[src/rtl/pc_fetch_sequencer.sv]
// pc_fetch_sequencer
// Program-counter stage in front of the instruction-memory fetch block.
// It boots, steps sequentially, takes ARM-style PC-relative branches and
// honours stalls. It halts for good, until the next reset, when the next PC
// would fall outside [RESET_PC, RESET_PC + 4*MEM_WORDS).
//
// Optional build macro: BRANCH_BUBBLE_EN
//   When defined, every taken in-range branch is followed by one FLUSH
//   cycle with fetch_enable low. A stall during FLUSH lengthens it.
//
// Ports:
//   clk           system clock; all state changes on the rising edge
//   reset         asynchronous, active-high reset
//   stall         hold pc and state for this cycle
//   branch_taken  redirect to the branch target this cycle
//   branch_offset signed word offset, taken from the imm24 field
//   pc            current PC (drives the fetch block's read_address)
//   fetch_enable  drives the fetch block's enable
//   pc_plus4      pc + 4 (link value for BL)
//   halt          sticky; execution has left the populated memory
module pc_fetch_sequencer #(
  parameter logic [31:0] RESET_PC  = 32'h0000_0000,
  parameter int unsigned MEM_WORDS = 13
) (
  input  logic        clk,
  input  logic        reset,
  input  logic        stall,
  input  logic        branch_taken,
  input  logic [23:0] branch_offset,
  output logic [31:0] pc,
  output logic        fetch_enable,
  output logic [31:0] pc_plus4,
  output logic        halt
);

  // END_ADDR is held in 33 bits so that a window ending exactly at 2^32
  // still compares correctly.
  localparam logic [32:0] END_ADDR = {1'b0, RESET_PC} + 33'(4 * MEM_WORDS);

  typedef enum logic [1:0] {
    BOOT  = 2'd0,
    RUN   = 2'd1,
    HALT  = 2'd2
`ifdef BRANCH_BUBBLE_EN
    ,FLUSH = 2'd3
`endif
  } state_t;

  state_t      state, state_n;
  logic [31:0] pc_n;
  logic [31:0] offset_bytes;
  logic [31:0] target;
  logic        in_range;

  // Word offset, sign-extended and shifted into a byte offset.
  assign offset_bytes = {{6{branch_offset[23]}}, branch_offset, 2'b00};
  assign target       = branch_taken ? (pc + 32'd8 + offset_bytes) : (pc + 32'd4);
  // The target wraps modulo 2^32, so a wrap below RESET_PC fails the lower bound.
  assign in_range     = (target >= RESET_PC) && ({1'b0, target} < END_ADDR);

  always_ff @(posedge clk or posedge reset) begin
    if (reset) begin
      state <= BOOT;
      pc    <= RESET_PC;
    end else begin
      state <= state_n;
      pc    <= pc_n;
    end
  end

  always_comb begin
    state_n = state;
    pc_n    = pc;
    case (state)
      BOOT: state_n = RUN;
      RUN: begin
        if (!stall) begin
          if (in_range) begin
            pc_n = target;
`ifdef BRANCH_BUBBLE_EN
            if (branch_taken) state_n = FLUSH;
`endif
          end else begin
            state_n = HALT;
          end
        end
      end
      HALT: state_n = HALT;
`ifdef BRANCH_BUBBLE_EN
      FLUSH: if (!stall) state_n = RUN;
`endif
      default: state_n = state;
    endcase
  end

  assign fetch_enable = (state == RUN);
  assign halt         = (state == HALT);
  assign pc_plus4     = pc + 32'd4;

endmodule
[config.mk]
export PLATFORM = sky130hd
export DESIGN_NAME = pc_fetch_sequencer
export DESIGN_NICKNAME = d
export VERILOG_FILES = /design/src/rtl/pc_fetch_sequencer.sv
export SDC_FILE = /design/constraint.sdc
export NUM_CORES = 1
export LEC_CHECK = 0
export BUFFER_PORTS_ARGS = -buffer_cell sky130_fd_sc_hd__buf_2
export CORE_MARGIN = 3
export CORE_UTILIZATION = 50
export CTS_BUF_LIST = sky130_fd_sc_hd__clkbuf_2
export CTS_CLUSTER_SIZE = 30
export DETAILED_ROUTE_END_ITERATION = 16
export MAX_ROUTING_LAYER = met4
export PLACE_DENSITY = 0.71
export SLEW_MARGIN = 40
export SYNTH_ARGS = -nofsm -noshare
export SYNTH_HDL_FRONTEND = slang
export SYNTH_SLANG_ARGS = --single-unit
[constraint.sdc]
create_clock -name clk -period 6.6 [get_ports clk]
set_input_delay 0.66 -clock clk [delete_from_list [all_inputs] [get_ports clk]]
set_output_delay 0.66 -clock clk [all_outputs]
set_load 0.01 [all_outputs]
==> results.json, run 1 <==
{
  "finalWorstSetupSlack_ns": 1.80,
  "vias": 4466,
  "grt_pass1_vias": 4158,
  "die_h_um": 99.3,
  "post-place-ws_ns": 1.25,
  "antenna_found_initial": 0,
  "hp-class": "in2async",
  "wl_per_cell_um": 18.1,
  "synth_cell_types": 66,
  "ys_async_sr_fraction_pct": 100,
  "viasPerCell": 6.18,
  "clkLatencyLatePin_ns": 0.39,
  "grt_max_degree": 33,
  "finalWirelength_um": 13100,
  "synth_compound_area_share_pct": 21.7,
  "first_iter_violations": 187,
  "cts-resized-gates": 0,
  "max_freq_mhz": 208,
  "worstPathArrival_ns": 5.12,
  "area_delta_synth_final_pct": 12.5,
  "status": "finished, final reports clean",
  "tightest_slew_ns": 0.684,
  "dieArea_um2": 9870,
  "synth_top_family_by_area": "simple AND/OR/NAND/NOR gates",
  "fp-row-count": 33,
  "reg2reg_from": "pc[3]",
  "drt-pass1-iter-count": 5,
  "cp-startpoint": "pc[3]",
  "grt_pass1_wl_um": 21400,
  "fillers": 806,
  "hold_viol": 0,
  "critPathLaunchType": "flip-flop",
  "synth_flop_cell": "dfrtp_1",
  "syn_avg_cell_area_um2": 8.01,
  "ys_ff_latch": 32,
  "clkTransAtPathRegs_ns": 0.19,
  "clock_skew_ns": 0.0232,
  "rsz0062_at_grt": "false",
  "finish.utilization_pct": 58.7,
  "antenna_cells": 0,
  "worstPathRequired_ns": 6.92,
  "final_cells": 723,
  "core_um2": 8340,
  "antenna_left": 0,
  "cts_tree": "done",
  "drc": 0,
  "rrSetupSlack_ns": 1.80,
  "worstPathMaxFanout": 14,
  "die_w_um": 99.3,
  "num_io_pins": 94,
  "relSlewSlack_pct": 53.8,
  "drive_above_1_share_pct": 18.3,
  "gp_congestion": 0.916,
  "setup_viol": 0,
  "synth_cells": 544,
  "nets": 707,
  "cp-end-kind": "flip-flop",
  "synth_edf_count": 0,
  "grt.total_usage_pct": 27.3,
  "dpl.hpwl_um": 10400,
  "cts_made_buffers": 5,
  "period_needed_ns": 4.80,
  "dpl.cell_count": 714,
  "power_leakage_nw": 2.45,
  "synthSimpleGateAreaFrac_pct": 25.0,
  "finalCritPeriodShare_pct": 72.7,
  "fin_setup_tns_ns": 0,
  "drv_slew": 0,
  "synthAdderAreaFrac_pct": 18.0,
  "initial_core_util_pct": 52.2,
  "cts-root-buf": "clkbuf_2",
  "portBuffers": 89,
  "cts_setup_buffers": 0,
  "syn_area_um2": 4360,
  "ys_warn_count": 0,
  "p_per_area_nw_per_um2": 90.4,
  "postCtsHoldBufs": 0,
  "cts_max_level": 2,
  "crit_type": "reg2reg",
  "peakVddDrop_mv": 0.220,
  "yosysSeqAreaShare_pct": 18.4,
  "cts_sinks": 32,
  "overflow": 0,
  "clk_path_buf_depth": 2,
  "muxShareOfSynthArea_pct": 1.90,
  "maxCapViolCount": 0,
  "synthXorXnorAreaFrac_pct": 9.45
}
## registers in the layout (all words and copies together), names as in the netlist
name	count
pc	30
state	2
## where the power goes
group / internal [mW] / switching, mW / total (mW)
registers: 0.196 / 0 / 0.196
clock network: 0.0633 / 0.0720 / 0.135
logic: 0.0435 / 0.0682 / 0.112
## cells in the final DEF, fill, tap and decap left out, types with 8 or more instances in the layout
master and count:
nor2_1 36, nor4_1 8, and3_1 10, xor2_1 17, a21o_1 10, nor3_1 20, a21oi_1 30, and4_1 10
nand2_1 43, nand4_1 9, a31oi_1 10, inv_1 28, o21ai_0 17, nor2b_1 21, dfrtp_1 32, or3_1 9
xnor2_1 30, buf_2 89, nand3_1 20, ha_1 61
## layer usage
metal | global-route usage, % | up-vias | wire [um]
met5 | - | - | 0
li1 | - | 2169 | -
met1 | 38.4 | 2098 | 5960
met2 | 43.7 | 184 | 6190
met4 | 5.25 | 0 | 176
met3 | 1.68 | 15 | 763
## stage by stage
step           power (mW)  instance area [um^2]  hold slack, ns
3_5_place_dp        0.309                  4820           0.613
3_3_place_gp        0.308                  4820           0.633
2_1_floorplan       0.280                  4370           0.591
6_report            0.443                  4900           0.305
4_1_cts             0.446                  4890           0.308
5_1_grt             0.466                  4900           0.334
## layout make-up
| class | count | area (um^2) | share of cell area (%) |
|---|---|---|---|
| multi-input combinational | 458 | 3330 | 67.9 |
| sequential | 32 | 801 | 16.3 |
| timing repair buffer | 92 | 468 | 9.55 |
| tap | 105 | 131 | 2.68 |
| inverter | 28 | 105 | 2.15 |
| clock inverter | 3 | 42.5 | 0.868 |
| clock buffer | 5 | 25.0 | 0.511 |
## cells in the mapped netlist, drive strengths merged, types with 3 or more instances
cell	n	share of area [%]
a211o	3	0.60
o22ai	3	0.43
mux2i	6	1.4
nor2b	21	3.0
nor2	36	3.1
nor3	20	2.3
a31oi	10	1.4
nand4	10	1.6
o21bai	6	1.0
inv	28	2.4
nand2	43	3.7
xor2	17	3.4
o31ai	5	0.86
xnor2	30	6.0
or3	9	1.3
and4	10	2.0
a221o	3	0.69
nand2b	4	0.57
nor4	10	1.9
ha	61	18
buf	9	1.4
and3	10	1.4
o21a	4	0.69
a211oi	3	0.52
dfrtp	32	18
and2	3	0.43
a21boi	3	0.52
a21o	10	1.7
o211ai	5	0.86
o32a	3	0.69
nand3	20	2.3
o21ai	18	2.1
a221oi	5	1.1
clkbuf	20	1.7
a21oi	30	3.4
o221ai	3	0.75
## critical path, stage by stage, from the launching register on
cell,delay [ns]
dfrtp_1,0.48
inv_1,0.09
ha_1,0.28
inv_1,0.04
ha_1,0.22
fa_1,0.43
a21o_1,0.21
a221o_1,0.38
a221oi_2,0.47
o21bai_1,0.18
a211o_1,0.31
a221oi_1,0.31
a41oi_1,0.36
nor4_4,0.49
buf_4,0.29
mux2i_1,0.20
## logic make-up after synthesis
| group | Yosys count |
|---|---|
| other | 1 |
| buffers and inverters | 57 |
| flip-flops | 32 |
| AO/OA/AOI/OAI | 133 |
| AND/OR/NAND/NOR | 204 |
| adder cells (fa/ha/maj) | 62 |
| XOR/XNOR | 47 |
| multiplexers | 8 |
## final timing paths
path                               end  cells after the start
worst max-delay path             pc[3]                     15
worst min-delay path            pc[20]                      3
worst max register to register   pc[3]                     15
worst min register to register  pc[31]                      1
max in group asynchronous       pc[30]                      3
min in group clk                pc[18]                      3
Note: power is estimated with default switching activity, not from simulation.
==> run 2, diff against run 1 <==
==> constraint.sdc (replaced) <==
create_clock -name clk -period 4.7 [get_ports clk]
set_input_delay 0.47 -clock clk [delete_from_list [all_inputs] [get_ports clk]]
set_output_delay 0.47 -clock clk [all_outputs]
set_load 0.01 [all_outputs]
==> results.json, run 2 (same netlist as run 1, synthesis figures left out) <==
{
  "viasPerCell": 6.14,
  "clkLatencyLatePin_ns": 0.38,
  "cts_sinks": 32,
  "wl_per_cell_um": 17.6,
  "critPathLaunchType": "flip-flop",
  "dieArea_um2": 9870,
  "period_needed_ns": 4.42,
  "setup_viol": 0,
  "largest_reg_flops": 30,
  "drive_above_1_share_pct": 19.8,
  "busiest_layer": "met2",
  "area_delta_synth_final_pct": 14.3,
  "tightest_slew_ns": 0.685,
  "gp_congestion": 0.939,
  "grtUsageMet3_pct": 2.17,
  "rrSetupSlack_ns": 0.28,
  "cts_made_buffers": 5,
  "status": "finished, final reports clean",
  "worstPathArrival_ns": 4.73,
  "finalCritPeriodShare_pct": 94.1,
  "initial_core_util_pct": 52.2,
  "cpPeakStageDelay_ns": 0.45,
  "drv_slew": 0,
  "final_cells": 733,
  "maxCapViolCount": 0,
  "rsz0062_at_grt": "false",
  "nets": 716,
  "antenna_left": 0,
  "hold_viol": 0,
  "grt.total_usage_pct": 26.7,
  "vias": 4503,
  "layout_commonest_cell": "buf_2",
  "top_register": "pc",
  "clk_path_buf_depth": 2,
  "num_io_pins": 94,
  "cts-root-buf": "clkbuf_2",
  "finalWirelength_um": 12900,
  "use_met1_pct": 35.0,
  "reg2reg_from": "pc[3]",
  "clkTransAtPathRegs_ns": 0.18,
  "hp-class": "in2async",
  "overflow": 0,
  "cts_max_level": 2,
  "mostFrequentLayoutCells": "buf_2, ha_1, nand2_1, nor2_1, dfrtp_1",
  "crit_type": "reg2reg",
  "dpl.cell_count": 724,
  "r2r_end": "pc[3]",
  "max_freq_mhz": 226,
  "power_leakage_nw": 2.50,
  "die_w_um": 99.3,
  "cts_setup_buffers": 0,
  "grt_max_degree": 33,
  "whs_ns": 0.127,
  "p_per_area_nw_per_um2": 125,
  "groute.layer.met2.usage_pct": 43.5,
  "cp-startpoint": "pc[3]",
  "grt_pass1_wl_um": 20900,
  "reg2reg_depth": 15,
  "clock_skew_ns": 0.0104,
  "finish.utilization_pct": 59.7,
  "cts_tree": "done",
  "die_h_um": 99.3,
  "first_iter_violations": 218,
  "dpl.hpwl_um": 10300,
  "drt-pass1-iter-count": 5,
  "grt_pass1_vias": 4357,
  "antenna_found_initial": 0,
  "worstPathMaxFanout": 6,
  "slowest_stage": "dfrtp_2",
  "path_cells": "inv_1 -> ha_1 -> inv_1 -> ha_1 -> fa_1 -> a21o_1 -> a221o_1 -> a221oi_2 -> o21bai_1 -> a211o_1 -> a221oi_1 -> a41oi_2 -> nor4_4 -> buf_4 -> mux2i_1",
  "core_um2": 8340,
  "peakVddDrop_mv": 0.113,
  "fin_setup_tns_ns": 0,
  "reg_top3": "pc: 30 flops, state: 2 flops",
  "cp-end-kind": "flip-flop",
  "power_uw": 621,
  "relSlewSlack_pct": 54.1,
  "fp-row-count": 33,
  "worstPathRequired_ns": 5.00,
  "drc": 0,
  "portBuffers": 89
}
-- run 2: changes by cell type in the layout (fill, tap and decap cells not counted) --
cell     previous run  this run
buf_4               3        12
a41oi_1             2         1
a41oi_2             0         1
dfrtp_1            32        31
dfrtp_2             0         1
diode_2             0         1
-- run 2: power by group --
part | switching, mW | total (mW) | internal [mW]
clock network | 0.101 | 0.190 | 0.0889
registers | 0 | 0.276 | 0.276
logic | 0.0944 | 0.156 | 0.0611
total | 0.195 | 0.621 | 0.426
-- run 2: metrics by stage --
| stage | worst slack [ns] | cell area [um^2] |
|---|---|---|
| final | 0.277 | 4980 |
| after global routing | 0.0493 | 4980 |
| after CTS | 0.209 | 4970 |
| after floorplan | 0.473 | 4370 |
| after detailed placement | 0.211 | 4900 |
| after global placement | 0.362 | 4900 |
-- run 2: what timing repair did --
item | 4_1_cts | 5_1_grt
setup endpoints to repair | 0 | 20
hold endpoints to repair | 0 | 0
resized for setup | 0 | 2
hold buffers | 0 | 0
-- run 2: layout make-up --
class	count	area [um^2]
Fill cell	778	3360
Inverter	28	105
Timing Repair Buffer	101	536
Sequential cell	32	802
Antenna cell	1	2.50
Tap cell	105	131
Clock buffer	5	25.0
Clock inverter	3	42.5
Multi-Input combinational cell	458	3330
-- run 2: critical path: cells and delay by family, from the launching register on --
kind | cells | cell delay [ns]
compound gates | 7 | 2.04
fa+ha+maj | 3 | 0.91
flops | 1 | 0.45
simple gates | 1 | 0.42
buf+inv | 3 | 0.31
mux | 1 | 0.20
-- run 2: per-layer routing --
layer | vias up | share of wire (%)
met2 | 171 | 47
met5 | - | 0
met3 | 30 | 6.3
met1 | 2131 | 44
met4 | 0 | 2.8
li1 | 2171 | -
-- run 2: how the worst max path moves through the flow --
stage                        to  cells after the start
final                     pc[3]                     15
after global routing      pc[3]                     15
after CTS                 pc[3]                     15
after detailed placement  pc[3]                     17
after global placement    pc[4]                     15
after floorplan           pc[4]                     15
==> run 3, diff against run 2 <==
--- a/config.mk
+++ b/config.mk
@@ -6,9 +6,8 @@
 export NUM_CORES = 1
 export LEC_CHECK = 0
 export BUFFER_PORTS_ARGS = -buffer_cell sky130_fd_sc_hd__buf_2
-export CORE_MARGIN = 3
+export CORE_MARGIN = 2
 export CORE_UTILIZATION = 50
-export CTS_BUF_LIST = sky130_fd_sc_hd__clkbuf_2
 export CTS_CLUSTER_SIZE = 30
 export DETAILED_ROUTE_END_ITERATION = 16
 export MAX_ROUTING_LAYER = met4
==> results.json, run 3 (same netlist as run 1, synthesis figures left out) <==
{
  "status": "finished, final reports clean",
  "cp-startpoint": "pc[3]",
  "area_delta_synth_final_pct": 14.5,
  "wl_per_cell_um": 17.4,
  "worstPathArrival_ns": 4.58,
  "nets": 717,
  "cts_max_level": 2,
  "setup_viol": 0,
  "drt-pass1-iter-count": 5,
  "period_needed_ns": 4.41,
  "cts_made_buffers": 5,
  "overflow": 0,
  "die_w_um": 97.3,
  "largest_reg_flops": 30,
  "grt.total_usage_pct": 27.4,
  "core_um2": 8590,
  "cp-end-kind": "flip-flop",
  "die_h_um": 97.3,
  "finalWirelength_um": 12800,
  "drive_above_1_share_pct": 19.3,
  "num_io_pins": 94,
  "reg2reg_depth": 15,
  "placed_cell_area_um2": 4910,
  "max_freq_mhz": 227,
  "clock_skew_ns": 0.00277,
  "vias": 4502,
  "r2r_end": "pc[4]",
  "final_cells": 735,
  "rrSetupSlack_ns": 0.29,
  "dpl.cell_count": 728,
  "tightest_slew_ns": 0.706,
  "cts-root-buf": "clkbuf_8",
  "layout_commonest_cell": "buf_2",
  "crit_type": "reg2reg",
  "p_per_area_nw_per_um2": 126,
  "hp-class": "in2async",
  "worstPathRequired_ns": 4.86,
  "drv_slew": 0,
  "postCtsHoldBufs": 0,
  "clk_path_buf_depth": 2,
  "cts-resized-gates": 0,
  "grt_max_degree": 33,
  "rsz0062_at_grt": "false",
  "grt_pass1_wl_um": 20900,
  "finalCritPeriodShare_pct": 93.9,
  "portBuffers": 89,
  "mostFrequentLayoutCells": "buf_2, ha_1, nand2_1, nor2_1, dfrtp_1",
  "endpoint": "pc[4]",
  "reg2reg_from": "pc[3]",
  "fp-row-count": 34,
  "clkLatencyLatePin_ns": 0.28,
  "cts_sinks": 32,
  "cts_setup_buffers": 0,
  "fin_setup_tns_ns": 0,
  "cts_tree": "done",
  "power_leakage_nw": 2.50,
  "whs_ns": 0.265,
  "gp_congestion": 0.980,
  "reg_top3": "pc: 30 flops, state: 2 flops",
  "worstPathMaxFanout": 6,
  "top_register": "pc",
  "dieArea_um2": 9480,
  "grt_pass1_vias": 4318,
  "clkTransAtPathRegs_ns": 0.06,
  "antenna_found_initial": 0,
  "viasPerCell": 6.13,
  "dpl.hpwl_um": 10300,
  "first_iter_violations": 212,
  "fillers": 815,
  "antenna_cells": 0,
  "maxCapViolCount": 0,
  "antenna_left": 0,
  "fin_area_um2": 4990,
  "initial_core_util_pct": 50.7,
  "critPathLaunchType": "flip-flop",
  "relSlewSlack_pct": 52.7,
  "hold_viol": 0,
  "drc": 0,
  "peakVddDrop_mv": 0.268
}
## run 3: per-layer routing
layer / vias up / global-route usage, % / share of wire, %
met5: - / - / 0
met4: 0 / 7.91 / 1.4
met3: 19 / 2.30 / 6.4
met2: 188 / 44.5 / 47
met1: 2123 / 36.8 / 45
li1: 2172 / - / -
## run 3: worst min path at each step
stage	start	to	slack (ns)
global placement	reset	state[1]	0.57
global route	reset	pc[4]	0.33
floorplan	reset	pc[10]	0.59
finish	reset	pc[30]	0.27
detailed placement	reset	state[1]	0.58
CTS	reset	pc[24]	0.28
## run 3: layout make-up
| type | instances | area, um^2 | share of cell area [%] |
|---|---|---|---|
| Clock buffer | 6 | 72.6 | 1.45 |
| Clock inverter | 1 | 5.00 | 0.100 |
| Timing Repair Buffer | 102 | 543 | 10.9 |
| Multi-Input combinational cell | 458 | 3330 | 66.7 |
| Inverter | 28 | 105 | 2.11 |
| Tap cell | 108 | 135 | 2.71 |
| Sequential cell | 32 | 801 | 16.1 |
## run 3: power breakdown
part | switching, mW | internal (mW) | total, mW
clock | 0.0972 | 0.101 | 0.198
combinational | 0.0951 | 0.0610 | 0.156
sequential | 0 | 0.275 | 0.275
## run 3: metrics by stage
stage                     util [%]  total power [mW]  setup slack, ns
final                         58.1             0.629            0.289
after global placement        57.1             0.433            0.383
after detailed placement      57.1             0.434            0.267
after floorplan                  -             0.393            0.473
after global routing          58.1             0.660           0.0261
after CTS                     58.1             0.633            0.297
## run 3: worst max-delay path, cell delays in order, from the launching register on
cell      delay (ns)
dfrtp_1         0.44
inv_1           0.09
ha_1            0.28
inv_1           0.04
ha_1            0.22
fa_1            0.41
a21o_1          0.20
a221o_1         0.39
a221oi_2        0.33
buf_4           0.18
o31ai_1         0.11
a221oi_1        0.33
xnor2_1         0.16
a41oi_1         0.32
nor4_4          0.44
mux2_1          0.35
